### src/rtl/seg_scan_ctrl.sv
// Scan controller for common-anode 7-segment digits that share one 3-bit decoder.
// Optional SCAN_AUTOINC_EN: digit 0 code increments once per completed frame.
module seg_scan_ctrl #(
  parameter int NDIG = 4,
  parameter int DIV  = 50000,
  parameter int GAP  = 2
) (
  input  logic            clk,
  input  logic            rst_n,
  input  logic            en,
  input  logic            wr_en,
  input  logic [1:0]      wr_addr,
  input  logic [2:0]      wr_data,
  output logic [2:0]      dec_abc,
  output logic [NDIG-1:0] dig_an,
  output logic [1:0]      cur_dig,
  output logic            frame_done
);

  localparam int MAXC = (DIV > GAP) ? DIV : GAP;
  localparam int CW   = (MAXC > 1) ? $clog2(MAXC) : 1;
  localparam logic [CW-1:0] DIV_LAST = CW'(DIV - 1);
  localparam logic [CW-1:0] GAP_LAST = CW'(GAP - 1);
  localparam logic [1:0]    DIG_LAST = 2'(NDIG - 1);

  typedef enum logic [1:0] {IDLE, BLANK, SHOW} state_t;

  state_t          state_q, state_n;
  logic [CW-1:0]   cnt_q, cnt_n;
  logic [1:0]      cur_q, cur_n;
  logic [NDIG-1:0] an_q, an_n;
  logic            fd_q, fd_n;
  logic [NDIG-1:0] lit_mask;
  logic [2:0]      codes [NDIG];

  always_ff @(posedge clk) begin
    if (!rst_n) begin
      state_q <= IDLE;
      cnt_q   <= '0;
      cur_q   <= '0;
      an_q    <= '1;
      fd_q    <= 1'b0;
    end else begin
      state_q <= state_n;
      cnt_q   <= cnt_n;
      cur_q   <= cur_n;
      an_q    <= an_n;
      fd_q    <= fd_n;
    end
  end

  always_comb begin
    lit_mask = '1;
    for (int unsigned i = 0; i < NDIG; i++) begin
      lit_mask[i] = (cur_q != 2'(i));
    end
  end

  always_comb begin
    state_n = state_q;
    cnt_n   = cnt_q;
    cur_n   = cur_q;
    an_n    = an_q;
    fd_n    = 1'b0;
    case (state_q)
      IDLE: begin
        an_n  = '1;
        cur_n = '0;
        cnt_n = '0;
        if (en) state_n = BLANK;
      end
      BLANK: begin
        if (!en) begin
          state_n = IDLE;
          cnt_n   = '0;
          cur_n   = '0;
          an_n    = '1;
        end else if (cnt_q == GAP_LAST) begin
          state_n = SHOW;
          cnt_n   = '0;
          an_n    = lit_mask;
        end else begin
          cnt_n = cnt_q + 1'b1;
        end
      end
      SHOW: begin
        // Dropping en discards the partial frame, so no frame_done here.
        if (!en) begin
          state_n = IDLE;
          cnt_n   = '0;
          cur_n   = '0;
          an_n    = '1;
        end else if (cnt_q == DIV_LAST) begin
          state_n = BLANK;
          cnt_n   = '0;
          an_n    = '1;
          cur_n   = (cur_q == DIG_LAST) ? 2'd0 : cur_q + 2'd1;
          fd_n    = (cur_q == DIG_LAST);
        end else begin
          cnt_n = cnt_q + 1'b1;
        end
      end
      default: begin
        state_n = IDLE;
        cnt_n   = '0;
        cur_n   = '0;
        an_n    = '1;
      end
    endcase
  end

  always_ff @(posedge clk) begin
    if (!rst_n) begin
      for (int unsigned i = 0; i < NDIG; i++) begin
        codes[i] <= '0;
      end
    end else begin
`ifdef SCAN_AUTOINC_EN
      if (fd_q) codes[0] <= codes[0] + 3'd1;
`endif
      // Writes come last so a same-cycle write to digit 0 beats the increment.
      for (int unsigned i = 0; i < NDIG; i++) begin
        if (wr_en && wr_addr == 2'(i)) codes[i] <= wr_data;
      end
    end
  end

  always_comb begin
    dec_abc = '0;
    for (int unsigned i = 0; i < NDIG; i++) begin
      if (cur_q == 2'(i)) dec_abc = codes[i];
    end
  end

  assign dig_an     = an_q;
  assign cur_dig    = cur_q;
  assign frame_done = fd_q;

endmodule
### config.mk
export PLATFORM = sky130hd
export DESIGN_NAME = seg_scan_ctrl
export DESIGN_NICKNAME = d
export VERILOG_FILES = /design/src/rtl/seg_scan_ctrl.sv
export SDC_FILE = /design/constraint.sdc
export NUM_CORES = 1
export LEC_CHECK = 0
export ABC_AREA = 1
export BUFFER_PORTS_ARGS = -buffer_cell sky130_fd_sc_hd__buf_2
export CAP_MARGIN = 10
export CORE_AREA = 2 2 69 71
export CTS_BUF_LIST = sky130_fd_sc_hd__clkbuf_4 sky130_fd_sc_hd__clkbuf_8 sky130_fd_sc_hd__clkbuf_16
export DETAILED_ROUTE_END_ITERATION = 6
export DIE_AREA = 0 0 71 73
export PLACE_DENSITY = 0.66
export SYNTH_ARGS = -nofsm -noshare
export SYNTH_HDL_FRONTEND = slang
export SYNTH_SLANG_ARGS = --single-unit
### constraint.sdc
create_clock -name clk -period 2.4 [get_ports clk]
set_input_delay 0 -clock clk [delete_from_list [all_inputs] [get_ports clk]]
set_output_delay 0 -clock clk [all_outputs]
set_load 0.1 [all_outputs]
# Word level (Yosys, flattened, before mapping)

Memories as Yosys holds them, arrays and structs flattened.
Index checks and enable logic that the tools add are counted.

Output and inout port bits: 10
Input port bits: 9
Register bits: 25
Bits in writable memories: 12
Memories kept: 1
Word-level logic and storage cells: 83

Memory list:

| name  | depth | bits a word | read ports | clocked after memory_dff | wr ports | RTL line | text |
|---|---|---|---|---|---|---|---|
| codes | 4     | 3           | 4          | 0                        | 4        | 34       | `logic [2:0] codes [NDIG];` |

$add $sub $neg: 2
Muxes and demuxes: 42
Bitwise gates (word level): 4
Equality and inequality tests: 17
Reductions and logical operators: 12

Operator list:

| cell                  | number |
|---|---|
| $mux 16               | 4 |
| $pmux 16 s2           | 1 |
| $mux 3                | 8 |
| $mux 2                | 9 |
| $add 16x1->16 const B | 1 |
| $eq 16x1->1 const B   | 1 |
| $eq 16x16->1 const B  | 1 |
| $mux 4                | 4 |
| $mux 1                | 13 |
| $eq 2x2->1 const B    | 5 |
| $ne 2x2->1 const B    | 4 |
| $pmux 4 s2            | 1 |
| $eq 2x1->1 const B    | 3 |
| $logic_not 2->1       | 3 |
| $ne 3x3->1 const B    | 2 |
| $pmux 2 s3            | 1 |
| $logic_and 1x1->1     | 4 |
| $or 1x1->1            | 4 |
| $pmux 2 s2            | 1 |
| $reduce_and 2->1      | 2 |
| $reduce_and 4->1      | 1 |
| $reduce_and 3->1      | 1 |
| $add 2x1->2 const B   | 1 |
| $ne 2x1->1 const B    | 1 |
| $reduce_bool 2->1     | 1 |

# Depth between registers and ports, before layout

Gate-level depths: netlist of run 1.

Depth in word-level cells: 6
Depth in mapped cells: 10

# Least setup slack after synthesis of run 1

No wires, ideal clock.

Path type: register to output
From: register cur_q[1] (netlist: cur_dig[1])
To: output port dec_abc[0]
Data arrival time: 3.159 ns
Stages on the path, launching flop included: 7
Slack: -0.759 ns
Buffers on the path: 0
Path through: dfxtp_1 inv_1 ha_1 inv_1 nand3_1 a21o_1 a21oi_1

Word-level cells in the longest chain between the ends: 5
Elaborated cells between the ends (all ways): 8

Ends and longest elaborated chain:

| item                   | RTL line | text |
|---|---|---|
| start, declared        | 30       | `logic [1:0] cur_q, cur_n;` |
| start signal, assigned | 46       | `cur_q <= cur_n;` |
| $logic_not 2->1        | 131      | `if (cur_q == 2'(i)) dec_abc = codes[i];` |
| $mux 3 (3 in series)   | 131      |  |
| $mux 3 (*)             | 131      |  |
| end, declared          | 14       | `output logic [2:0] dec_abc,` |

Every way passes the cells marked *; elsewhere a longest branch is shown, timed or not.

# Worst setup path in the final report of run 1

Same ends and word-level chain as after synthesis.

==> flow_summary.ini, run 1 <==
[outcome]
status = finished clean

[global_route]
grt_pass1_vias = 1512
grt.overflow.total = 0
grt_pass1_wl_um = 6440
antenna_found_initial = 0
grt_max_degree = 19
track_usage_pct = 15.9

[yosys]
synth_area_um2 = 1920
synth_seq_cells = 37
syn_inst = 240
synth-simple-area-share_pct = 32.5
synth_area_per_cell_um2 = 8.00
synthXorXnorAreaFrac_pct = 6.39
ys_warn_count = 0
synth-compound-area-share_pct = 3.91
synth_top_area_share_pct = 26.1
synth_fa_ha_area_share_pct = 6.52
yosys.area.top_type = dfxtp_1
synth_cell_types = 27
synth_top_family_by_area = simple AND/OR/NAND/NOR gates
yosysSeqAreaShare_pct = 44.9
synth_area_leaders = dfxtp_1 26%, edfxtp_1 19%, nand2_1 10%
synth.mux.area_fraction_pct = 0
synth_nets = 259

[clock_network]
post_cts_buffers = 0
cts_buffers = 5
clockBufferDepth = 2
cts_resized = 0
h-tree-depth = 2
path_clk_slew_ns = 0.07
cts_root_buffer = clkbuf_8
clock_sinks = 37
cts_tree = built
cts_hold_buf = 0
clk_latency_ns = 0.30

[sta]
setup_violations = 0
tns_ns = 0
post-route-period-util_pct = 79.7
fmax_mhz = 523
slew_viol_final = 0
hold_viol_final = 0
worstMarginPinSlew_ns = 0.493
finalCriticalPeriod_ns = 1.91
fin_ws_ns = 0.486
slew_headroom_pct = 67.4
grt_setup_unrepaired = false
fin_skew_ns = 0.00746

[worst_setup_path]
slowest_stage = buf_2
r2r_start = cnt_q[0]$_SDFF_PN0_
critPathMaxFanout = 5
cp-start-kind = flop
worstPathRequired_ns = 2.40
cp_data_arrival_time_ns = 1.91
cp_cell_sequence = inv_1, ha_1, inv_1, nand3_1, a21o_1, a21oi_4, buf_2
cp_common_cell = inv_1
crit_path_end_kind = primary output
cpPeakStageDelay_ns = 0.43
critPathLaunch = cur_dig[1]$_SDFFE_PN0P_
worstSetupPathType = flop to primary output

[placed_design]
dpl.hpwl_um = 2850
place.gp.congestion = 0.787
placed_area_um2 = 2080
place_worst_setup_slack_ns = 0.802
io_buffers = 18

[finish]
drive_above_1_share_pct = 15.3
final_core_util_pct = 48.1
n_antenna_cell = 0
final_cell_area_um2 = 2180
most-common-layout-cells = 51 x nand2_1, 51 x nor2_1, 25 x dfxtp_1, 20 x inv_1
area_growth_pct = 13.7
num-fill-cells = 446
final_nets = 280

[floorplan]
ios = 19
fp.dieW_um = 71
core_area_um2 = 4540
die-area_um2 = 5180
initial_utilization_pct = 42.3
fp.dieH_um = 73
rows = 25

[flow_run]
maxCapViolations = 0

[routing]
drc = 0
ant_nets = 0
totalWireLength_um = 3670
num_vias = 1563
wl_per_cell_um = 11.6
drtIter0Drc = 60
drt-pass1-iter-count = 4
viasPerCell = 4.95

[power_and_ir_drop]
power.density_nw_per_um2 = 891
p_leak_nw = 0.904
p_total_mw = 1.94
ir_drop_mv = 0.328

[worst_hold_path]
worstHoldStart = wr_data[1]
hp-class = input port to flop
==> synthesized netlist by cell type (all sizes together) <==
master	n
nor2	54
o21ai	2
a21oi	7
a21o	3
a21boi	1
xnor2	3
nor3	2
xor2	11
nand3	19
edfxtp	12
clkbuf	2
ha	10
buf	2
or2	1
nand3b	1
dfxtp	25
nor4	1
nand2	54
nand4	8
inv	22
==> cell type report <==
| type | instances | area [um^2] | area share [%] |
|---|---|---|---|
| well taps | 54 | 67.6 | 3.10 |
| inverters | 22 | 82.6 | 3.78 |
| repair buffers | 18 | 90.1 | 4.13 |
| clock buffers | 7 | 96.3 | 4.42 |
| flip-flops and latches | 37 | 861 | 39.4 |
| clock inverters | 1 | 5.00 | 0.229 |
| multi-input cells | 177 | 980 | 44.9 |
==> final timing paths <==
kind	to	depth (start not counted)	slack [ns]
setup / recovery	dec_abc[0]	7	0.49
hold / removal	codes[2][1]$_SDFFCE_PN0P_	3	0.05
setup reg to reg	cnt_q[9]$_SDFF_PN0_	8	0.86
hold reg to reg	dig_an[2]$_SDFFE_PN1P_	2	0.47
==> worst max-delay path: cells and delay by family, from the launching register on <==
family | cells | cell delay, ns
buffers and inverters | 3 | 0.62
DFF | 1 | 0.40
AOI/OAI and AO/OA | 2 | 0.31
adders and majority gates | 1 | 0.23
and+or+nand+nor | 1 | 0.07
==> metal layers <==
layer  part of all wire [%]  wire length (um)  track usage [%]
met3                    4.6               169             5.66
met1                     42              1530             16.7
met4                    2.0                73             6.29
met2                     52              1900             29.1
met5                      0                 0                0
==> state kept, by name, indices dropped and copies added (netlist names) <==
name / flops
frame_done: 1
state_q: 2
dig_an: 4
cnt_q: 16
cur_dig: 2
codes: 12
==> kinds of logic after synthesis <==
group | count (synthesis)
xor gates and xnor gates | 14
and+or+nand+nor | 140
adders and majority gates | 10
buffers and inverters | 26
DFF | 37
AOI/OAI and AO/OA | 13
==> through the flow <==
| stage | std cells | hold slack [ns] |
|---|---|---|
| floorplan | 240 | 0.243 |
| global placement | 308 | 0.358 |
| detailed placement | 308 | 0.362 |
| CTS | 316 | 0.0577 |
| global route | 316 | 0.0798 |
| finish | 316 | 0.0515 |
==> power breakdown <==
| group | internal [mW] | total [mW] | switching (mW) |
|---|---|---|---|
| sequential | 0.702 | 0.740 | 0.0383 |
| clock | 0.259 | 0.481 | 0.221 |
| combinational | 0.169 | 0.723 | 0.554 |
| total | 1.13 | 1.94 | 0.814 |
Note: power is estimated with default switching activity, not from simulation.
==> run 2: changes to the inputs <==
- clock period: 2.4 -> 1.95 ns (I/O delays scaled with it)
==> flow_summary.ini, run 2 (synthesized netlist as in run 1, its figures left out) <==
[sta]
worstMarginPinSlew_ns = 0.491
hold_viol_final = 0
setup_violations = 0
tns_ns = 0
slew_headroom_pct = 67.5
finalCriticalPeriod_ns = 1.78
holdWs_ns = 0.0668
post-route-period-util_pct = 91.1
fin_skew_ns = 0.00767
fin_ws_ns = 0.173
slew_viol_final = 0
fmax_mhz = 563
grt_setup_unrepaired = false

[finish]
num-fill-cells = 423
area_growth_pct = 14.9
final_nets = 280
drive_above_1_share_pct = 16.0
n_antenna_cell = 0
max_flop_register = cnt_q
most-common-layout-cells = 51 x nand2_1, 51 x nor2_1, 23 x dfxtp_1, 20 x inv_1, 18 x nand3_1
final_cell_area_um2 = 2210
final_core_util_pct = 48.6
largest_reg_flops = 16

[placed_design]
dpl.hpwl_um = 2600
io_buffers = 18
place.gp.congestion = 0.781
placed_area_um2 = 2080
place_worst_setup_slack_ns = 0.408

[worst_setup_path]
critPathLaunch = cur_dig[1]$_SDFFE_PN0P_
crit_end = dec_abc[1]
worstRegToRegCells = 8
worstSetupPathType = flop to primary output
critPathMaxFanout = 5
r2r-end = cnt_q[9]$_SDFF_PN0_
worstPathRequired_ns = 1.95
reg2reg_slack_ns = 0.38
r2r_start = state_q[1]$_SDFFE_PN0P_
cp-start-kind = flop
cp_data_arrival_time_ns = 1.78
crit_path_end_kind = primary output

[routing]
num_vias = 1513
ant_nets = 0
drc = 0
drt-pass1-iter-count = 4
viasPerCell = 4.79
drtIter0Drc = 125
totalWireLength_um = 3470
wl_per_cell_um = 11.0

[power_and_ir_drop]
ir_drop_mv = 0.453
power.density_nw_per_um2 = 1120
p_leak_nw = 0.906

[floorplan]
initial_utilization_pct = 42.3
die-area_um2 = 5180
ios = 19
core_area_um2 = 4540
fp.dieW_um = 71
fp.dieH_um = 73
rows = 25

[clock_network]
cts_resized = 0
cts_root_buffer = clkbuf_8
h-tree-depth = 2
cts_tree = built
cts_buffers = 5
clk_latency_ns = 0.29
cts_hold_buf = 0
path_clk_slew_ns = 0.08
post_cts_buffers = 0
clock_sinks = 37
clockBufferDepth = 2

[global_route]
grt_pass1_wl_um = 6090
grt_max_degree = 19
grt_pass1_vias = 1419
antenna_found_initial = 0
track_usage_pct = 14.7
grt.overflow.total = 0

[outcome]
status = finished clean

[worst_hold_path]
hp-class = input port to flop

[flow_run]
maxCapViolations = 0
==> run 2: per-stage QoR <==
step	power, mW	instances
3_3_place_gp	1.81	308
2_1_floorplan	1.69	240
3_5_place_dp	1.82	308
5_1_grt	2.61	316
4_1_cts	2.48	316
6_report	2.48	316
==> run 2: cell type report <==
| class | count | area [um^2] | area share, % |
|---|---|---|---|
| flip-flops and latches | 37 | 863 | 39.1 |
| multi-input cells | 177 | 980 | 44.4 |
| clock inverters | 3 | 46.3 | 2.10 |
| clock buffers | 5 | 68.8 | 3.12 |
| inverters | 22 | 82.6 | 3.74 |
| repair buffers | 18 | 97.6 | 4.42 |
| well taps | 54 | 67.6 | 3.06 |
==> run 2: where the power goes <==
part	leakage (nW)	internal, mW	total (mW)	switching, mW
combinational	0.531	0.219	0.902	0.683
sequential	0.321	0.864	0.911	0.0465
clock	0.0543	0.383	0.666	0.283
total	0.906	1.47	2.48	1.01
==> run 2: how the worst min path moves through the flow <==
stage / from / to / slack, ns / cells past startpoint
3_3_place_gp: wr_data[0] / codes[2][0]$_SDFFCE_PN0P_ / 0.35 / 3
5_1_grt: wr_data[0] / codes[0][0]$_SDFFCE_PN0P_ / 0.08 / 3
3_5_place_dp: wr_data[2] / codes[0][2]$_SDFFCE_PN0P_ / 0.36 / 3
2_1_floorplan: wr_data[0] / codes[0][0]$_SDFFCE_PN0P_ / 0.24 / 2
4_1_cts: wr_data[2] / codes[0][2]$_SDFFCE_PN0P_ / 0.06 / 3
6_report: wr_data[0] / codes[0][0]$_SDFFCE_PN0P_ / 0.07 / 3
==> run 2: per-layer routing <==
metal	track usage, %	part of all wire [%]	wire length [um]	up-vias
met2	23.8	46	1590	29
met4	6.29	2.0	70	0
li1	-	-	-	810
met5	0	0	0	-
met3	4.28	3.9	135	6
met1	18.5	48	1680	668
==> run 2: worst max-delay path, cell delays in order, from the launching register on <==
cell	delay [ns]
dfxtp_2	0.37
inv_1	0.06
ha_1	0.24
inv_1	0.10
nand3_1	0.07
a21o_1	0.19
a21oi_4	0.12
clkbuf_4	0.34
==> run 3: changes to the inputs <==
- CTS_BUF_LIST: sky130_fd_sc_hd__clkbuf_4 sky130_fd_sc_hd__clkbuf_8 sky130_fd_sc_hd__clkbuf_16 -> unset
- REMOVE_ABC_BUFFERS: unset -> 1
==> flow_summary.ini, run 3 (synthesized netlist as in run 1, its figures left out) <==
[outcome]
status = finished clean

[routing]
wl_per_cell_um = 11.1
drt-pass1-iter-count = 4
totalWireLength_um = 3510
num_vias = 1499
drtIter0Drc = 57
ant_nets = 0
viasPerCell = 4.74
drc = 0

[finish]
final_core_util_pct = 47.8
area_growth_pct = 13.0
n_antenna_cell = 0
max_flop_register = cnt_q
drive_above_1_share_pct = 14.1
num-fill-cells = 426
most-common-layout-cells = 51 x nand2_1, 51 x nor2_1, 25 x dfxtp_1, 20 x inv_1, 18 x nand3_1
fin_cells = 316
final_nets = 280
largest_reg_flops = 16

[global_route]
grt_pass1_wl_um = 5820
antenna_found_initial = 0
grt.overflow.total = 0
track_usage_pct = 14.5
grt_max_degree = 19
grt_pass1_vias = 1383

[placed_design]
place_worst_setup_slack_ns = 0.349
io_buffers = 18
placed_cells = 308
place.gp.congestion = 0.814
dpl.hpwl_um = 2570

[clock_network]
clockBufferDepth = 2
cts_tree = built
clk_latency_ns = 0.30
cts_hold_buf = 0
post_cts_buffers = 0
clock_sinks = 37
cts_buffers = 5
path_clk_slew_ns = 0.08
cts_root_buffer = clkbuf_8
h-tree-depth = 2

[worst_setup_path]
worstPathRequired_ns = 1.95
r2r_start = state_q[1]$_SDFFE_PN0P_
worstRegToRegCells = 8
cp_common_cell = inv_1
slowest_stage = dfxtp_1
worstSetupPathType = flop to primary output
cp-start-kind = flop
critPathMaxFanout = 5
cp_data_arrival_time_ns = 1.84
cp_cell_sequence = inv_1, ha_1, inv_1, nand3_1, a21o_1, a21oi_1, clkbuf_4
r2r-end = cnt_q[0]$_SDFF_PN0_
cpPeakStageDelay_ns = 0.41
crit_path_end_kind = primary output
reg2reg_slack_ns = 0.37

[sta]
tns_ns = 0
slew_headroom_pct = 67.8
hold_viol_final = 0
slew_viol_final = 0
post-route-period-util_pct = 94.1
fmax_mhz = 545
grt_setup_unrepaired = false
fin_ws_ns = 0.114
finalCriticalPeriod_ns = 1.84
setup_violations = 0
fin_skew_ns = 0.00736
worstMarginPinSlew_ns = 0.487

[power_and_ir_drop]
p_leak_nw = 0.900
ir_drop_mv = 0.439
power.density_nw_per_um2 = 1130
p_total_mw = 2.46

[floorplan]
ios = 19
core_area_um2 = 4540
initial_utilization_pct = 42.3
fp.dieH_um = 73
die-area_um2 = 5180
rows = 25
fp.dieW_um = 71

[worst_hold_path]
hold_path_end = codes[3][0]$_SDFFCE_PN0P_
hp-class = input port to flop
worstHoldStart = wr_data[0]
worstHoldPathCells = 3

[flow_run]
maxCapViolations = 0
## run 3: changes by cell type in the layout (fill, tap and decap cells not counted)
cell / before / now
dfxtp_1: 23 / 25
a21oi_1: 4 / 7
a21oi_4: 3 / 0
dfxtp_2: 2 / 0
## run 3: worst max-delay path by stage
stage	from	endpoint	slack (ns)	cells after the start
floorplan	cur_dig[1]$_SDFFE_PN0P_	dec_abc[0]	-1.21	6
global placement	cur_dig[1]$_SDFFE_PN0P_	dec_abc[0]	0.39	7
detailed placement	cur_dig[1]$_SDFFE_PN0P_	dec_abc[2]	0.35	7
CTS	cur_dig[1]$_SDFFE_PN0P_	dec_abc[2]	0.01	7
global route	cur_dig[1]$_SDFFE_PN0P_	dec_abc[0]	0.02	7
finish	cur_dig[1]$_SDFFE_PN0P_	dec_abc[2]	0.11	7
## run 3: per-layer routing
| metal | up-vias | track usage, % | part of all wire (%) |
|---|---|---|---|
| met2 | 18 | 24.6 | 47 |
| li1 | 808 | - | - |
| met1 | 667 | 17.2 | 48 |
| met4 | 0 | 7.55 | 2.3 |
| met5 | - | 0 | 0 |
| met3 | 6 | 3.45 | 2.2 |
## run 3: metrics by stage
step,instance area [um^2],hold WS (ns)
floorplan,1890,0.0841
global placement,2050,0.354
detailed placement,2050,0.358
CTS,2160,0.0454
global route,2170,0.0618
finish,2170,0.0478
## run 3: repair_timing
| item | CTS | global route |
|---|---|---|
| gates resized for setup | 0 | 3 |
| endpoints found under the hold margin | 0 | 0 |
| endpoints found under the setup margin | 0 | 3 |
## run 3: report_power, final
| part | leakage [nW] | switching, mW | internal [mW] |
|---|---|---|---|
| logic | 0.525 | 0.670 | 0.202 |
| registers | 0.321 | 0.0451 | 0.863 |
| clock network | 0.0543 | 0.295 | 0.383 |
| total | 0.900 | 1.01 | 1.45 |
## run 3: layout make-up
cell class	count	area, um^2	share of cell area [%]
clock buffer	5	68.8	3.17
clock inverter	3	46.3	2.13
inverter	22	82.6	3.81
multi-input combinational	177	946	43.6
sequential	37	861	39.7
tap	54	67.6	3.11
timing repair buffer	18	97.6	4.50
## run 3: worst max-delay path, delay by kind of cell (launching register included)
| family | cells | cell delay, ns |
|---|---|---|
| adders and majority gates | 1 | 0.24 |
| and+or+nand+nor | 1 | 0.08 |
| buffers and inverters | 3 | 0.54 |
| DFF | 1 | 0.41 |
| AOI/OAI and AO/OA | 2 | 0.28 |
